**config.mk**
```make
export PLATFORM = sky130hd
export DESIGN_NAME = seg_scan_display
export DESIGN_NICKNAME = d
export VERILOG_FILES = /design/src/rtl/seg_display_pkg.sv /design/src/rtl/seg_digit_divider.sv /design/src/rtl/seg_scan_display.sv
export SDC_FILE = /design/constraint.sdc
export NUM_CORES = 1
export LEC_CHECK = 0
export CAP_MARGIN = 20
export CELL_PAD_IN_SITES_DETAIL_PLACEMENT = 0
export CELL_PAD_IN_SITES_GLOBAL_PLACEMENT = 1
export CORE_MARGIN = 4
export CORE_UTILIZATION = 43
export DETAILED_ROUTE_END_ITERATION = 7
export GPL_TIMING_DRIVEN = 0
export HOLD_SLACK_MARGIN = 0.02
export PLACE_DENSITY_LB_ADDON = 0.1
export SLEW_MARGIN = 20
export SYNTH_ARGS = -nofsm -noshare
export SYNTH_HDL_FRONTEND = slang
export SYNTH_SLANG_ARGS = --single-unit
```
**constraint.sdc**
```tcl
create_clock -name clk -period 3.3 [get_ports clk]
set_input_delay 0.66 -clock clk [delete_from_list [all_inputs] [get_ports clk]]
set_output_delay 0.66 -clock clk [all_outputs]
set_load 0.02 [all_outputs]
```
**src/rtl/seg_display_pkg.sv**
```systemverilog
// Shared types, constants and the hex-to-segment decoder for the multiplexed
// seven-segment display slice.
package seg_display_pkg;

    localparam logic [6:0] SEG_OFF  = 7'h7f;
    localparam logic [6:0] SEG_DASH = 7'h3f;

    typedef enum logic [1:0] {
        PRE  = 2'd0,
        ON   = 2'd1,
        POST = 2'd2
    } phase_t;

    // Active-low gfedcba pattern for one hex digit.
    function automatic logic [6:0] hex_to_seg(input logic [3:0] h);
        case (h)
            4'h0:    return 7'h40;
            4'h1:    return 7'h79;
            4'h2:    return 7'h24;
            4'h3:    return 7'h30;
            4'h4:    return 7'h19;
            4'h5:    return 7'h12;
            4'h6:    return 7'h02;
            4'h7:    return 7'h78;
            4'h8:    return 7'h00;
            4'h9:    return 7'h10;
            4'ha:    return 7'h08;
            4'hb:    return 7'h03;
            4'hc:    return 7'h27;
            4'hd:    return 7'h21;
            4'he:    return 7'h06;
            default: return 7'h0e;
        endcase
    endfunction

endpackage

```
**src/rtl/seg_digit_divider.sv**
```systemverilog
// Sequential restoring divider: value / radix, one quotient bit per cycle.
// Radix 16 takes a single-cycle nibble shortcut.
module seg_digit_divider #(
    parameter int unsigned DATA_W = 16
) (
    input  logic              clk,
    input  logic              reset_n,
    input  logic              start,
    input  logic [DATA_W-1:0] value,
    input  logic [4:0]        radix,
    output logic              busy,
    output logic              done,
    output logic [DATA_W-1:0] quotient,
    output logic [4:0]        remainder
);

    localparam int unsigned BC_W = $clog2(DATA_W + 1);

    logic [BC_W-1:0] bit_cnt;
    logic [5:0]      trial_c;
    logic            ge_c;
    logic [4:0]      rem_step_c;

    // One restoring step: shift in the next dividend bit, subtract if it fits.
    always_comb begin
        trial_c    = {remainder, quotient[DATA_W-1]};
        ge_c       = (trial_c >= {1'b0, radix});
        rem_step_c = ge_c ? 5'(trial_c - {1'b0, radix}) : trial_c[4:0];
    end

    always_ff @(posedge clk or negedge reset_n) begin
        if (!reset_n) begin
            busy      <= 1'b0;
            done      <= 1'b0;
            quotient  <= '0;
            remainder <= '0;
            bit_cnt   <= '0;
        end else begin
            done <= 1'b0;
            if (start) begin
                if (radix == 5'd16) begin
                    quotient  <= value >> 4;
                    remainder <= {1'b0, value[3:0]};
                    bit_cnt   <= '0;
                    busy      <= 1'b0;
                    done      <= 1'b1;
                end else begin
                    quotient  <= value;
                    remainder <= '0;
                    bit_cnt   <= BC_W'(DATA_W);
                    busy      <= 1'b1;
                end
            end else if (busy) begin
                quotient  <= {quotient[DATA_W-2:0], ge_c};
                remainder <= rem_step_c;
                bit_cnt   <= bit_cnt - BC_W'(1);
                if (bit_cnt == BC_W'(1)) begin
                    busy <= 1'b0;
                    done <= 1'b1;
                end
            end
        end
    end

endmodule

```
**src/rtl/seg_scan_display.sv**
```systemverilog
// Multiplexed common-anode seven-segment scanner with hex/decimal conversion.
// Optional build macro SEG_LEADING_ZERO_BLANK_EN blanks leading zero digits.
module seg_scan_display
    import seg_display_pkg::*;
#(
    parameter int unsigned DIGITS    = 4,
    parameter int unsigned DATA_W    = 16,
    parameter int unsigned GUARD_CYC = 1024,
    parameter int unsigned ON_CYC    = 14336,
    parameter int unsigned CNT_W     = 16
) (
    input  logic              clk,
    input  logic              reset_n,
    input  logic [DATA_W-1:0] number,
    input  logic              dec_mode,
    input  logic              blank,
    input  logic [DIGITS-1:0] dp_in,
    output logic [DIGITS-1:0] an,
    output logic [6:0]        seg,
    output logic              dp,
    output logic              frame_done
);

    localparam int unsigned IDX_W     = (DIGITS > 1) ? $clog2(DIGITS) : 1;
    localparam int unsigned FRAME_LEN = DIGITS * (2 * GUARD_CYC + ON_CYC);

    generate
        if (DIGITS * (DATA_W + 1) >= FRAME_LEN) begin : g_bad_cfg
            $error("seg_scan_display: conversion does not fit in one frame");
        end
    endgenerate

    phase_t           phase, phase_nxt;
    logic [CNT_W-1:0] cnt, cnt_nxt;
    logic [IDX_W-1:0] idx, idx_nxt;
    logic             frame_start_c;
    logic             frame_end_c;

    logic              conv_active, conv_active_nxt;
    logic              conv_dec, conv_dec_nxt;
    logic [IDX_W-1:0]  conv_digit, conv_digit_nxt;
    logic              ovf, ovf_nxt;
    logic [4:0]        shadow [DIGITS];
    logic [4:0]        shadow_nxt [DIGITS];
    logic [6:0]        disp_buf [DIGITS];
    logic [6:0]        disp_nxt_c [DIGITS];

    logic              div_start_c;
    logic [DATA_W-1:0] div_value_c;
    logic [4:0]        div_radix_c;
    logic              div_busy;
    logic              div_done;
    logic [DATA_W-1:0] div_quot;
    logic [4:0]        div_rem;

    always_ff @(posedge clk or negedge reset_n) begin
        if (!reset_n) begin
            phase <= PRE;
            cnt   <= '0;
            idx   <= '0;
        end else begin
            phase <= phase_nxt;
            cnt   <= cnt_nxt;
            idx   <= idx_nxt;
        end
    end

    // Scan sequencing: PRE guard, ON window, POST guard, then next digit.
    always_comb begin
        phase_nxt     = phase;
        cnt_nxt       = cnt + CNT_W'(1);
        idx_nxt       = idx;
        frame_end_c   = 1'b0;
        frame_start_c = (phase == PRE) && (cnt == '0) && (idx == '0);
        case (phase)
            PRE: begin
                if (cnt == CNT_W'(GUARD_CYC - 1)) begin
                    phase_nxt = ON;
                    cnt_nxt   = '0;
                end
            end
            ON: begin
                if (cnt == CNT_W'(ON_CYC - 1)) begin
                    phase_nxt = POST;
                    cnt_nxt   = '0;
                end
            end
            POST: begin
                if (cnt == CNT_W'(GUARD_CYC - 1)) begin
                    phase_nxt = PRE;
                    cnt_nxt   = '0;
                    if (idx == IDX_W'(DIGITS - 1)) begin
                        idx_nxt     = '0;
                        frame_end_c = 1'b1;
                    end else begin
                        idx_nxt = idx + IDX_W'(1);
                    end
                end
            end
            default: begin
                phase_nxt = PRE;
                cnt_nxt   = '0;
                idx_nxt   = '0;
            end
        endcase
    end

    // Conversion: snapshot at frame start, then chain DIGITS divisions LSD first.
    always_comb begin
        div_start_c     = 1'b0;
        div_value_c     = div_quot;
        div_radix_c     = conv_dec ? 5'd10 : 5'd16;
        conv_active_nxt = conv_active;
        conv_dec_nxt    = conv_dec;
        conv_digit_nxt  = conv_digit;
        ovf_nxt         = ovf;
        shadow_nxt      = shadow;
        if (frame_start_c) begin
            div_start_c     = 1'b1;
            div_value_c     = number;
            div_radix_c     = dec_mode ? 5'd10 : 5'd16;
            conv_dec_nxt    = dec_mode;
            conv_digit_nxt  = '0;
            conv_active_nxt = 1'b1;
            ovf_nxt         = 1'b0;
        end else if (conv_active && div_done) begin
            shadow_nxt[conv_digit] = div_rem;
            if (conv_digit == IDX_W'(DIGITS - 1)) begin
                conv_active_nxt = 1'b0;
                ovf_nxt         = conv_dec && (div_quot != '0);
            end else begin
                conv_digit_nxt = conv_digit + IDX_W'(1);
                div_start_c    = 1'b1;
            end
        end
    end

    always_ff @(posedge clk or negedge reset_n) begin
        if (!reset_n) begin
            conv_active <= 1'b0;
            conv_dec    <= 1'b0;
            conv_digit  <= '0;
            ovf         <= 1'b0;
            for (int i = 0; i < int'(DIGITS); i++) shadow[i] <= '0;
        end else begin
            conv_active <= conv_active_nxt;
            conv_dec    <= conv_dec_nxt;
            conv_digit  <= conv_digit_nxt;
            ovf         <= ovf_nxt;
            shadow      <= shadow_nxt;
        end
    end

    seg_digit_divider #(
        .DATA_W(DATA_W)
    ) u_div (
        .clk       (clk),
        .reset_n   (reset_n),
        .start     (div_start_c),
        .value     (div_value_c),
        .radix     (div_radix_c),
        .busy      (div_busy),
        .done      (div_done),
        .quotient  (div_quot),
        .remainder (div_rem)
    );

    // Segment image for the buffer copy; the in-flight last digit is bypassed in.
    always_comb begin
`ifdef SEG_LEADING_ZERO_BLANK_EN
        logic lead;
        lead = 1'b1;
`endif
        for (int i = int'(DIGITS) - 1; i >= 0; i--) begin
            if (ovf_nxt || (shadow_nxt[i] > 5'd15)) begin
                disp_nxt_c[i] = SEG_DASH;
            end else begin
                disp_nxt_c[i] = hex_to_seg(shadow_nxt[i][3:0]);
            end
`ifdef SEG_LEADING_ZERO_BLANK_EN
            if (!ovf_nxt && lead && (i != 0) && (shadow_nxt[i] == 5'd0)) begin
                disp_nxt_c[i] = SEG_OFF;
            end
            if (shadow_nxt[i] != 5'd0) begin
                lead = 1'b0;
            end
`endif
        end
    end

    always_ff @(posedge clk or negedge reset_n) begin
        if (!reset_n) begin
            for (int i = 0; i < int'(DIGITS); i++) disp_buf[i] <= SEG_OFF;
        end else if (frame_end_c && !conv_active_nxt && !div_busy) begin
            disp_buf <= disp_nxt_c;
        end
    end

    // Outputs registered from the next scan state so they line up with it.
    always_ff @(posedge clk or negedge reset_n) begin
        if (!reset_n) begin
            an         <= '1;
            seg        <= SEG_OFF;
            dp         <= 1'b1;
            frame_done <= 1'b0;
        end else begin
            an         <= (phase_nxt == ON) ? ~(DIGITS'(1) << idx_nxt) : '1;
            seg        <= ((phase_nxt == ON) && !blank) ? disp_buf[idx_nxt] : SEG_OFF;
            dp         <= !((phase_nxt == ON) && !blank && dp_in[idx_nxt]);
            frame_done <= frame_end_c;
        end
    end

endmodule

```
==> run_results.csv <==
group,metric,value,unit
critical_path,worstPathArrival,3.43,ns
critical_path,timing.critical_path.required,3.57,ns
critical_path,cp-end-kind,"register",
critical_path,critical_path.startpoint_type,"register",
sta,tightest_slew,0.914,ns
placement,placed_cells,990,
power,power_report.internal_total,3.60,mW
hold_path,hold_path.class,"in -> async",
power,share_clk_of_total_power,34.3,%
yosys,postSynthAreaPerCell,9.47,um^2
clock_network,cts_max_path_buffers,2,
power,total_leakage_power,3.91,nW
sta,fin_crit,3.16,ns
grt,global_route.usage.total,20.6,%
yosys,synthDistinctLibCells,66,
drt,route.antenna.remaining_nets,0,
power,pwr_density_cell,641,nW/um^2
power,total_switching_power,1.99,mW
critical_path,startpoint_to_endpoint_class_of_the_critical_path,"reg -> reg",
drt,detail_route.wirelength,18200,um
yosys,synthesis.nets,800,
drt,post-route-drc-count,0,
flow_run,drv_cap,0,
critical_path,worst-path-max-fanout,7,
power,power_frac_comb,31.0,%
critical_path,critPathCapture,"u_div.remainder[3]",
critical_path,worst_setup_path_startpoint,"cnt[0]",
grt,via_count_of_the_first_global_routing_pass,5771,
grt,grt_pass1_wl,30000,um
sta,finalCritPeriodShare,95.7,%
clock_network,htree_levels,4,
power,power,5.58,mW
clock_network,cts.reportedPaths.clkPinSlew,0.05,ns
clock_network,total_clock_buffers_created_by_cts,17,
yosys,yosys.cell_count.top_type,"sky130_fd_sc_hd__nand2_1",
placement,gp_congestion,0.873,
critical_path,timing.rr.end,"u_div.remainder[3]",
sta,skew,0.00830,ns
clock_network,insertion_delay,0.42,ns
sta,clock.fmax,317,MHz
sta,final-hold-violation-count,0,
power,swShare,35.6,%
floorplanning,ioPinCount,37,
clock_network,cts.sinks,114,
power,max-vdd-ir-drop,0.418,mV
drt,drt-pass1-iter-count,5,
cells_and_area,layout.filler_cells,1469,
clock_network,root_buffer,"sky130_fd_sc_hd__clkbuf_16",
grt,number_of_antenna_violations_at_the_first_check_in_global_routing,0,
placement,port_buffers,35,
sta,holdWs,0.145,ns
drt,vias,5716,
yosys,post_synth_main_area_contributors,"sky130_fd_sc_hd__dfrtp_1 27%, sky130_fd_sc_hd__dfstp_2 15%, sky130_fd_sc_hd__mux2i_1 10%",
cells_and_area,drive_above_1_share,21.1,%
yosys,synth_area_leader_cell,"sky130_fd_sc_hd__dfrtp_1",
sta,worst_slew_margin_rel,38.6,%
yosys,syn_inst,738,
cells_and_area,antenna_cells,0,
drt,post_drt_wl_per_cell,17.5,um
grt,maximum_number_of_pins_on_one_net_before_global_route_repair,77,
critical_path,worst-r2r-cell-count,17,
yosys,asyncSetResetFlopFracSynth,100,%
yosys,yosysWarningCount,0,
critical_path,regToRegSetupSlack,0.14,ns
floorplanning,floorplan.die.width,135,um
drt,detail_route.iter0.violations,338,
floorplanning,die-area,18300,um^2
floorplanning,core_region_area,15900,um^2
cells_and_area,final_net_count,878,
sta,setup-violations-final,0,
cells_and_area,finish.cell_count_without_fillers,1045,
yosys,post_synth_instance_area,6990,um^2
clock_network,cts_hold_buffers,0,
sta,finalMaxSlewViolations,0,
yosys,ys.flop_type,"sky130_fd_sc_hd__dfrtp_1",
yosys,synth-seq-area-share,41.6,%
floorplanning,initial_core_util,44.0,%
yosys,synth_enable_flop_cells,0,
drt,post_drt_via_cell_ratio,5.47,
floorplanning,die_height,135,um
cells_and_area,area_delta_synth_final,24.7,%
yosys,synth-seq-cells,114,
critical_path,critical_path.reg2reg.startpoint,"cnt[0]",
floorplanning,num_rows,46,
power,sequentialPowerShare,34.7,%
run_status,outcome,"finished, final reports clean",
placement,dp_hpwl,12800,um
grt,overflow,0,
yosys,synth_top_cells_by_count,"85 x sky130_fd_sc_hd__nand2_1, 74 x sky130_fd_sc_hd__dfrtp_1, 72 x sky130_fd_sc_hd__mux2i_1, 69 x sky130_fd_sc_hd__nor2_1, 49 x sky130_fd_sc_hd__a21oi_1",
clock_network,cts_tree,"built",
yosys,yosys.area.top_type_share,26.5,%
[how the worst min path moves through the flow]
stage                             from                end  slack [ns]  cells past startpoint
after floorplan                reset_n             cnt[0]        0.36                      0
after global placement          cnt[0]             cnt[0]        0.47                      1
after detailed placement  disp_buf[27]       disp_buf[27]        0.48                      2
after CTS                      reset_n  u_div.quotient[9]        0.15                      1
after global routing           reset_n  u_div.quotient[9]        0.16                      1
final                          reset_n  u_div.quotient[9]        0.14                      1
[critical path, cell delays in order (launching register included)]
cell and delay (ns):
sky130_fd_sc_hd__dfrtp_1 0.39, sky130_fd_sc_hd__inv_1 0.06, sky130_fd_sc_hd__ha_1 0.19, sky130_fd_sc_hd__nand3b_1 0.11, sky130_fd_sc_hd__and3b_1 0.19, sky130_fd_sc_hd__buf_4 0.17, sky130_fd_sc_hd__a21oi_4 0.17, sky130_fd_sc_hd__a21oi_4 0.05
sky130_fd_sc_hd__buf_8 0.16, sky130_fd_sc_hd__inv_1 0.05, sky130_fd_sc_hd__ha_2 0.17, sky130_fd_sc_hd__nand2b_1 0.06, sky130_fd_sc_hd__a21o_1 0.22, sky130_fd_sc_hd__a211oi_4 0.34, sky130_fd_sc_hd__a21oi_1 0.12, sky130_fd_sc_hd__o311a_1 0.32
sky130_fd_sc_hd__a31oi_1 0.15, sky130_fd_sc_hd__a21oi_1 0.09
[cells by family (layout without fill, tap and decap cells)]
| family | after synthesis | count (layout) | synth area share, % |
|---|---|---|---|
| simple gates | 246 | 246 | 16.2 |
| compound gates | 146 | 146 | 14.3 |
| flops | 114 | 114 | 41.6 |
| mux | 93 | 93 | 13.9 |
| buf+inv | 81 | 172 | 4.73 |
| fa+ha+maj | 38 | 38 | 6.81 |
| xor+xnor | 20 | 20 | 2.51 |
[routing by layer]
| layer | routed length (um) | track usage, % | vias up |
|---|---|---|---|
| met3 | 662 | 4.87 | 27 |
| met1 | 8450 | 27.2 | 2815 |
| met2 | 8810 | 33.5 | 112 |
| li1 | - | - | 2762 |
| met5 | 0 | 0 | - |
| met4 | 331 | 6.83 | 0 |
[final cells by class]
class                           count  area, um^2  area share (%)
Buffer                             35         174            2.00
Clock buffer                       19         475            5.46
Clock inverter                     13         144            1.65
Inverter                           45         169            1.94
Multi-Input combinational cell    543        4000            45.9
Sequential cell                   114        2910            33.4
Tap cell                          216         270            3.10
Timing Repair Buffer               60         576            6.61
[repair_timing]
item	in CTS	in global routing
gates resized for setup	18	31
pin swaps	2	7
buffers inserted	4	20
endpoints found under the setup margin	30	31
[cell usage in the layout (no fill, tap or decap), types with 7 or more instances in the layout]
cell type / count
sky130_fd_sc_hd__nand2_1: 84
sky130_fd_sc_hd__dfrtp_1: 72
sky130_fd_sc_hd__nor2_1: 68
sky130_fd_sc_hd__mux2i_1: 66
sky130_fd_sc_hd__a21oi_1: 45
sky130_fd_sc_hd__inv_1: 41
sky130_fd_sc_hd__dfstp_2: 40
sky130_fd_sc_hd__ha_1: 35
sky130_fd_sc_hd__clkdlybuf4s50_1: 34
sky130_fd_sc_hd__o21ai_0: 27
sky130_fd_sc_hd__clkbuf_1: 26
sky130_fd_sc_hd__buf_4: 25
sky130_fd_sc_hd__nand3_1: 24
sky130_fd_sc_hd__mux2_2: 19
sky130_fd_sc_hd__clkbuf_16: 19
sky130_fd_sc_hd__nor3_1: 16
sky130_fd_sc_hd__xnor2_1: 10
sky130_fd_sc_hd__xor2_1: 10
sky130_fd_sc_hd__a211oi_1: 9
sky130_fd_sc_hd__nor4_1: 8
sky130_fd_sc_hd__a31oi_1: 7
sky130_fd_sc_hd__nand2b_1: 7
sky130_fd_sc_hd__mux2i_4: 7
[sequential cells by signal (all words and copies together), names as in the netlist, 2 cells and up]
register         cells
an                   4
cnt                 16
conv_digit           2
disp_buf            28
idx                  2
phase                2
seg                  7
shadow              20
u_div.bit_cnt        5
u_div.quotient      16
u_div.remainder      5
[through the flow]
stage	TNS [ns]	area, um^2	util (%)	setup slack (ns)
5_1_grt	-0.00323	8710	54.8	-0.00323
3_3_place_gp	-286.53	7610	47.9	-2.98
2_1_floorplan	0	6990	-	0.143
3_5_place_dp	-6.54	7640	48.1	-0.568
6_report	0	8710	54.8	0.141
4_1_cts	-0.330	8370	52.7	-0.0821
[power groups by stage]
stage | clock network (mW) | logic (mW) | registers, mW
2_1_floorplan | 0 | 1.20 | 1.84
3_3_place_gp | 0 | 1.56 | 1.92
3_5_place_dp | 0 | 1.60 | 1.93
4_1_cts | 1.96 | 1.64 | 1.91
5_1_grt | 2.02 | 1.93 | 1.97
6_report | 1.92 | 1.73 | 1.93
Note: power is estimated with default switching activity, not from simulation.
==> RTL change 1 (same settings) <==
`DATA_W` is set to 16 in 2 places; all go to 32.
--- a/src/rtl/seg_digit_divider.sv
+++ b/src/rtl/seg_digit_divider.sv
@@ -1,7 +1,7 @@
 // Sequential restoring divider: value / radix, one quotient bit per cycle.
 // Radix 16 takes a single-cycle nibble shortcut.
 module seg_digit_divider #(
-    parameter int unsigned DATA_W = 16
+    parameter int unsigned DATA_W = 32
 ) (
     input  logic              clk,
     input  logic              reset_n,
--- a/src/rtl/seg_scan_display.sv
+++ b/src/rtl/seg_scan_display.sv
@@ -4,7 +4,7 @@
     import seg_display_pkg::*;
 #(
     parameter int unsigned DIGITS    = 4,
-    parameter int unsigned DATA_W    = 16,
+    parameter int unsigned DATA_W    = 32,
     parameter int unsigned GUARD_CYC = 1024,
     parameter int unsigned ON_CYC    = 14336,
     parameter int unsigned CNT_W     = 16
Interface: changed (resized number); port bits go from 37 to 53. No check against the original RTL was run, so the function may have changed too.
==> RTL change 1 against the original RTL <==
Wire length rose by 27%. Sequential power is 20% higher. Cell count increased by 16%. Synthesized area rose by 16%. Setup slack got worse by 78 ps. Final area grew 13%. Non-clock buffer count up 16. Synthesized cell count up 21%. Sequential cell count grew 17. Power up 11%. Critical path type unchanged. Critical endpoint is now disp_buf[4]$_DFFE_PN1P_.
==> RTL change 1: results (changes against the original RTL) <==
Final layout
  • Layout cells sized above 1: 18.0% (-3.1 points)
  • Largest regs: u_div.quotient x32, disp_buf x28, shadow x20
  • Layout net count: 1,050 (+20%)
  • Fillers: 1,695 (+15%)

Global routing
  • GRT met1 Usage: 33.4% (+6.2 points)
  • GRT Overall Usage: 22.3% (+1.6 points)
  • Met3 track demand over resource: 3.49% (-1.4 points)
  • Largest net degree at the start of global routing: 70 (-9.1%)
  • Met2 GRT Util: 33.7% (+0.14 points)
  • First-pass GRT wire length: 37.6 mm (+26%)
  • Number of global-route vias before repair: 6,783 (+18%)

Logic synthesis
  • Number of distinct library cells after synthesis: 61 (-7.6%)
  • Sequential area share after synthesis: 41.2% (-0.35 points)
  • Synth top cells by count: 123 x nand2_1, 91 x dfrtp_1, 82 x nor2_1
  • Synthesized Nets: 968 (+21%)
  • Synth Warn #: 0 (unchanged)
  • Async S/R FF share, synth: 100% (unchanged)

STA
  • Worst clock skew: 11.6 ps (+3.31 ps)
  • Minimum clock period: 3240 ps (+77.5 ps)
  • Normalized max-slew margin: 48.2% (+9.7 points)
  • WHS: 183 ps (+37.8 ps)

Setup path
  • Critical R2R Launch: idx[0]$_DFF_PN0_
  • Worst setup SP type: flip-flop
  • CP arrival: 3590 ps (+160 ps)
  • R2R Setup Slk: 60 ps (-80 ps)
  • Critical path peak fanout: 8 (+1)
  • R2R Path End: disp_buf[4]$_DFFE_PN1P_
  • R2R depth: 12 (-5)

Placement
  • Hpwl dp: 16.8 mm (+32%)
  • Setup WS pre-CTS: -794 ps (-226 ps)
  • Buffers on Ports: 52 (+49%)
  • Placed inst area: 8940 um^2 (+17%)

CTS
  • Postcts setup bufs: 6 (+2)
  • Gates resized, CTS repair: 23 (+5)

Power and ir drop
  • Lkg Pwr: 0.00426 uW (+9.1%)
  • Max IR drop VDD: 0.345 mV (-18%)

Outcome
  • Outcome: completed

Drt
  • Drt total wl: 23.2 mm (+27%)
  • DR iter-0 viols: 501 (+48%)
  • Vias per std cell: 5.67 (+3.7%)
[RTL change 1: per-layer routing]
metal  up-vias  part of all wire (%)  wire length [um]
met5         -                     0                 0
met4         0                   1.1               255
met3        23                   4.8              1120
met2       171                    45             10500
met1      3357                    49             11300
li1       3334                     -                 -
[RTL change 1: through the flow]
step	instances	setup TNS (ps)	total power (uW)	utilization, %
global route	1214	-215	6610	54.0
CTS	1206	-28.1	6180	53.0
floorplan	890	0	3560	-
detailed placement	1172	-14780	4170	49.1
finish	1214	0	6210	54.0
global placement	1171	-447900	4150	48.9
[RTL change 1: final cells by class]
cell class | instances | area (um^2) | area share, %
Multi-Input combinational cell | 671 | 4590 | 46.7
Clock inverter | 14 | 163 | 1.65
Inverter | 40 | 154 | 1.56
Timing Repair Buffer | 68 | 678 | 6.89
Buffer | 43 | 188 | 1.91
Sequential cell | 131 | 3330 | 33.9
Tap cell | 229 | 287 | 2.91
Clock buffer | 18 | 439 | 4.47
[RTL change 1: worst max-delay path, stage by stage, from the launching register on]
cell and delay, ps:
dfrtp_1 400, inv_2 50, ha_1 200, nor2b_4 130, and4_4 210, buf_4 140, a21oi_2 380, mux2i_1 520
inv_1 190, ha_1 290, nor3_1 360, nor3_1 150, a21oi_1 150
[RTL change 1: report_power, final]
group	leakage (uW)	total (uW)	internal, uW	switching [uW]
clock network	0.000289	1940	1200	741
logic	0.00239	1960	847	1110
registers	0.00159	2310	1920	387
total	0.00426	6210	3970	2240
[RTL change 1: cell families after synthesis]
group,after synthesis,synth area share (%)
adder cells (fa/ha/maj),38,5.89
flip-flops,131,41.2
buffers and inverters,88,4.38
AND/OR/NAND/NOR,333,18.7
multiplexers,96,12.7
XOR/XNOR,22,2.39
AO/OA/AOI/OAI,182,14.7
==> RTL change 2 (same settings) <==
Without the edit above. Remove the register `seg`: a continuous assignment takes its place, so the output `seg` follows one clock earlier.
--- a/src/rtl/seg_scan_display.sv
+++ b/src/rtl/seg_scan_display.sv
@@ -200,16 +200,16 @@
     always_ff @(posedge clk or negedge reset_n) begin
         if (!reset_n) begin
             an         <= '1;
-            seg        <= SEG_OFF;
             dp         <= 1'b1;
             frame_done <= 1'b0;
         end else begin
             an         <= (phase_nxt == ON) ? ~(DIGITS'(1) << idx_nxt) : '1;
-            seg        <= ((phase_nxt == ON) && !blank) ? disp_buf[idx_nxt] : SEG_OFF;
             dp         <= !((phase_nxt == ON) && !blank && dp_in[idx_nxt]);
             frame_done <= frame_end_c;
         end
     end
 
+    assign seg = ((phase_nxt == ON) && !blank) ? disp_buf[idx_nxt] : SEG_OFF;
+
 endmodule
 
Function: no difference found for any inputs over 10 cycles, from zero or initial values and one cycle with reset_n low; that may be too few to reach the edited logic, so the function may still have changed.
==> RTL change 2 against the original RTL <==
The flow now finishes with violations (negative setup slack). Critical endpoint is now seg[2]. Wire length is 6.6% lower. Critical path type is now flip-flop to output port. Power is 13% lower. Setup slack got worse by 220 ps. Final area down 5.4%. Sequential cell count shrank 7. Largest cell class unchanged. Sequential share of layout area down 0.30 points. Synthesized area shrank 4.1%. Die area is 3.9% lower.
==> RTL change 2: results (changes against the original RTL) <==
Drt
  • Metal2 WL: 8.01 mm (-9.0%)
  • DRT met1 WL: 8.15 mm (-3.5%)
  • Uppermost routed layer: met4
  • DR iter-0 viols: 378 (+12%)
  • Vias per std cell: 5.47 (about the same)
  • Met3 WL: 571 um (-14%)
  • Initial DRT Pass Iterations: 7 (+2)

CTS
  • TritonCTS Buffers: 9 (-8)
  • CTS HTree Levels: 3 (-1)
  • Gates resized, CTS repair: 90 (+72)
  • Clk_lat worst skew: 360 ps (-60 ps)
  • Postcts setup bufs: 17 (+13)
  • CTS root buffer: clkbuf_16
  • Clk pin slew, worst setup/hold paths: 70 ps (+20 ps)

Logic synthesis
  • Number of distinct library cells after synthesis: 72 (+9.1%)
  • Sequential area share after synthesis: 40.6% (-0.96 points)
  • Mux contribution to synthesized area: 12.9% (-0.95 points)
  • Post-synthesis xor/xnor area fraction: 2.75% (+0.24 points)
  • Synth Area in Compound Gates: 15.1% (+0.78 points)
  • Mapped Avg Cell Area: 9.61 um^2 (+1.5%)
  • Synth top cells by count: 74 x dfrtp_1, 69 x mux2i_1, 69 x nand2_1
  • Synthesized Nets: 759 (-5.1%)

Outcome
  • Violated checks: negative setup slack
  • Outcome: finished, violations left

Setup path
  • Critical path peak fanout: 8 (+1)
  • Slowest stage delay, CP: 410 ps (+20 ps)
  • CP arrival: 2720 ps (-710 ps)
  • Delay-heaviest family, CP: simple AND/OR/NAND/NOR gates
  • CP max-delay cell: dfrtp_1

Global routing
  • Met3 track demand over resource: 3.99% (-0.87 points)
  • Number of global-route vias before repair: 5,374 (-6.9%)
  • Largest net degree at the start of global routing: 65 (-16%)
  • GRT Overall Usage: 19.6% (-1.0 points)
  • GRT met1 Usage: 27.5% (+0.21 points)

Final layout
  • Final std cells w/o fill: 991 (-5.2%)
  • Layout cells sized above 1: 22.6% (+1.5 points)
  • Layout net count: 837 (-4.7%)

STA
  • Normalized max-slew margin: 44.4% (+5.8 points)
  • Setup-failing EPs final: 5 (+5)
  • Worst clock skew: 6.25 ps (-2.05 ps)
  • Final WS setup: -75.4 ps (-217 ps)
  • Setup_tns: -211 ps (-211 ps)

Power and ir drop
  • Sw Ratio: 38.3% (+2.7 points)
  • Lkg Pwr: 0.00358 uW (-8.4%)
  • Total power: 4830 uW (-13%)
  • Clock share of power: 22.7% (-12 points)
  • Max IR drop VDD: 0.364 mV (-13%)

Placement
  • Setup WS pre-CTS: -851 ps (-283 ps)
  • Buffers on Ports: 36 (+2.9%)
  • Placed inst area: 7360 um^2 (-3.7%)
  • Gpl congestion: 0.836 (-4.3%)
==> RTL change 2: area by class of cell <==
class                           count  area (um^2)
Inverter                           48          184
Tap cell                          211          264
Timing Repair Buffer               68          624
Fill cell                        1379         7020
Clock inverter                      5         60.1
Multi-Input combinational cell    511         3970
Buffer                             30          176
Sequential cell                   107         2720
Clock buffer                       11          233
==> RTL change 2: worst paths after layout <==
kind	from	endpoint	slack, ps	cells after the start
max in group asynchronous	reset_n	disp_buf[23]$_DFFE_PN1P_	2360	2
min reg2reg	shadow[4]$_DFF_PN0_	shadow[4]$_DFF_PN0_	480	2
min	reset_n	cnt[5]$_DFF_PN0_	210	1
min in group clk	shadow[4]$_DFF_PN0_	shadow[4]$_DFF_PN0_	480	2
max reg2reg	cnt[0]$_DFF_PN0_	u_div.remainder[2]$_DFFE_PN0P_	10	15
max	cnt[1]$_DFF_PN0_	seg[2]	-80	10
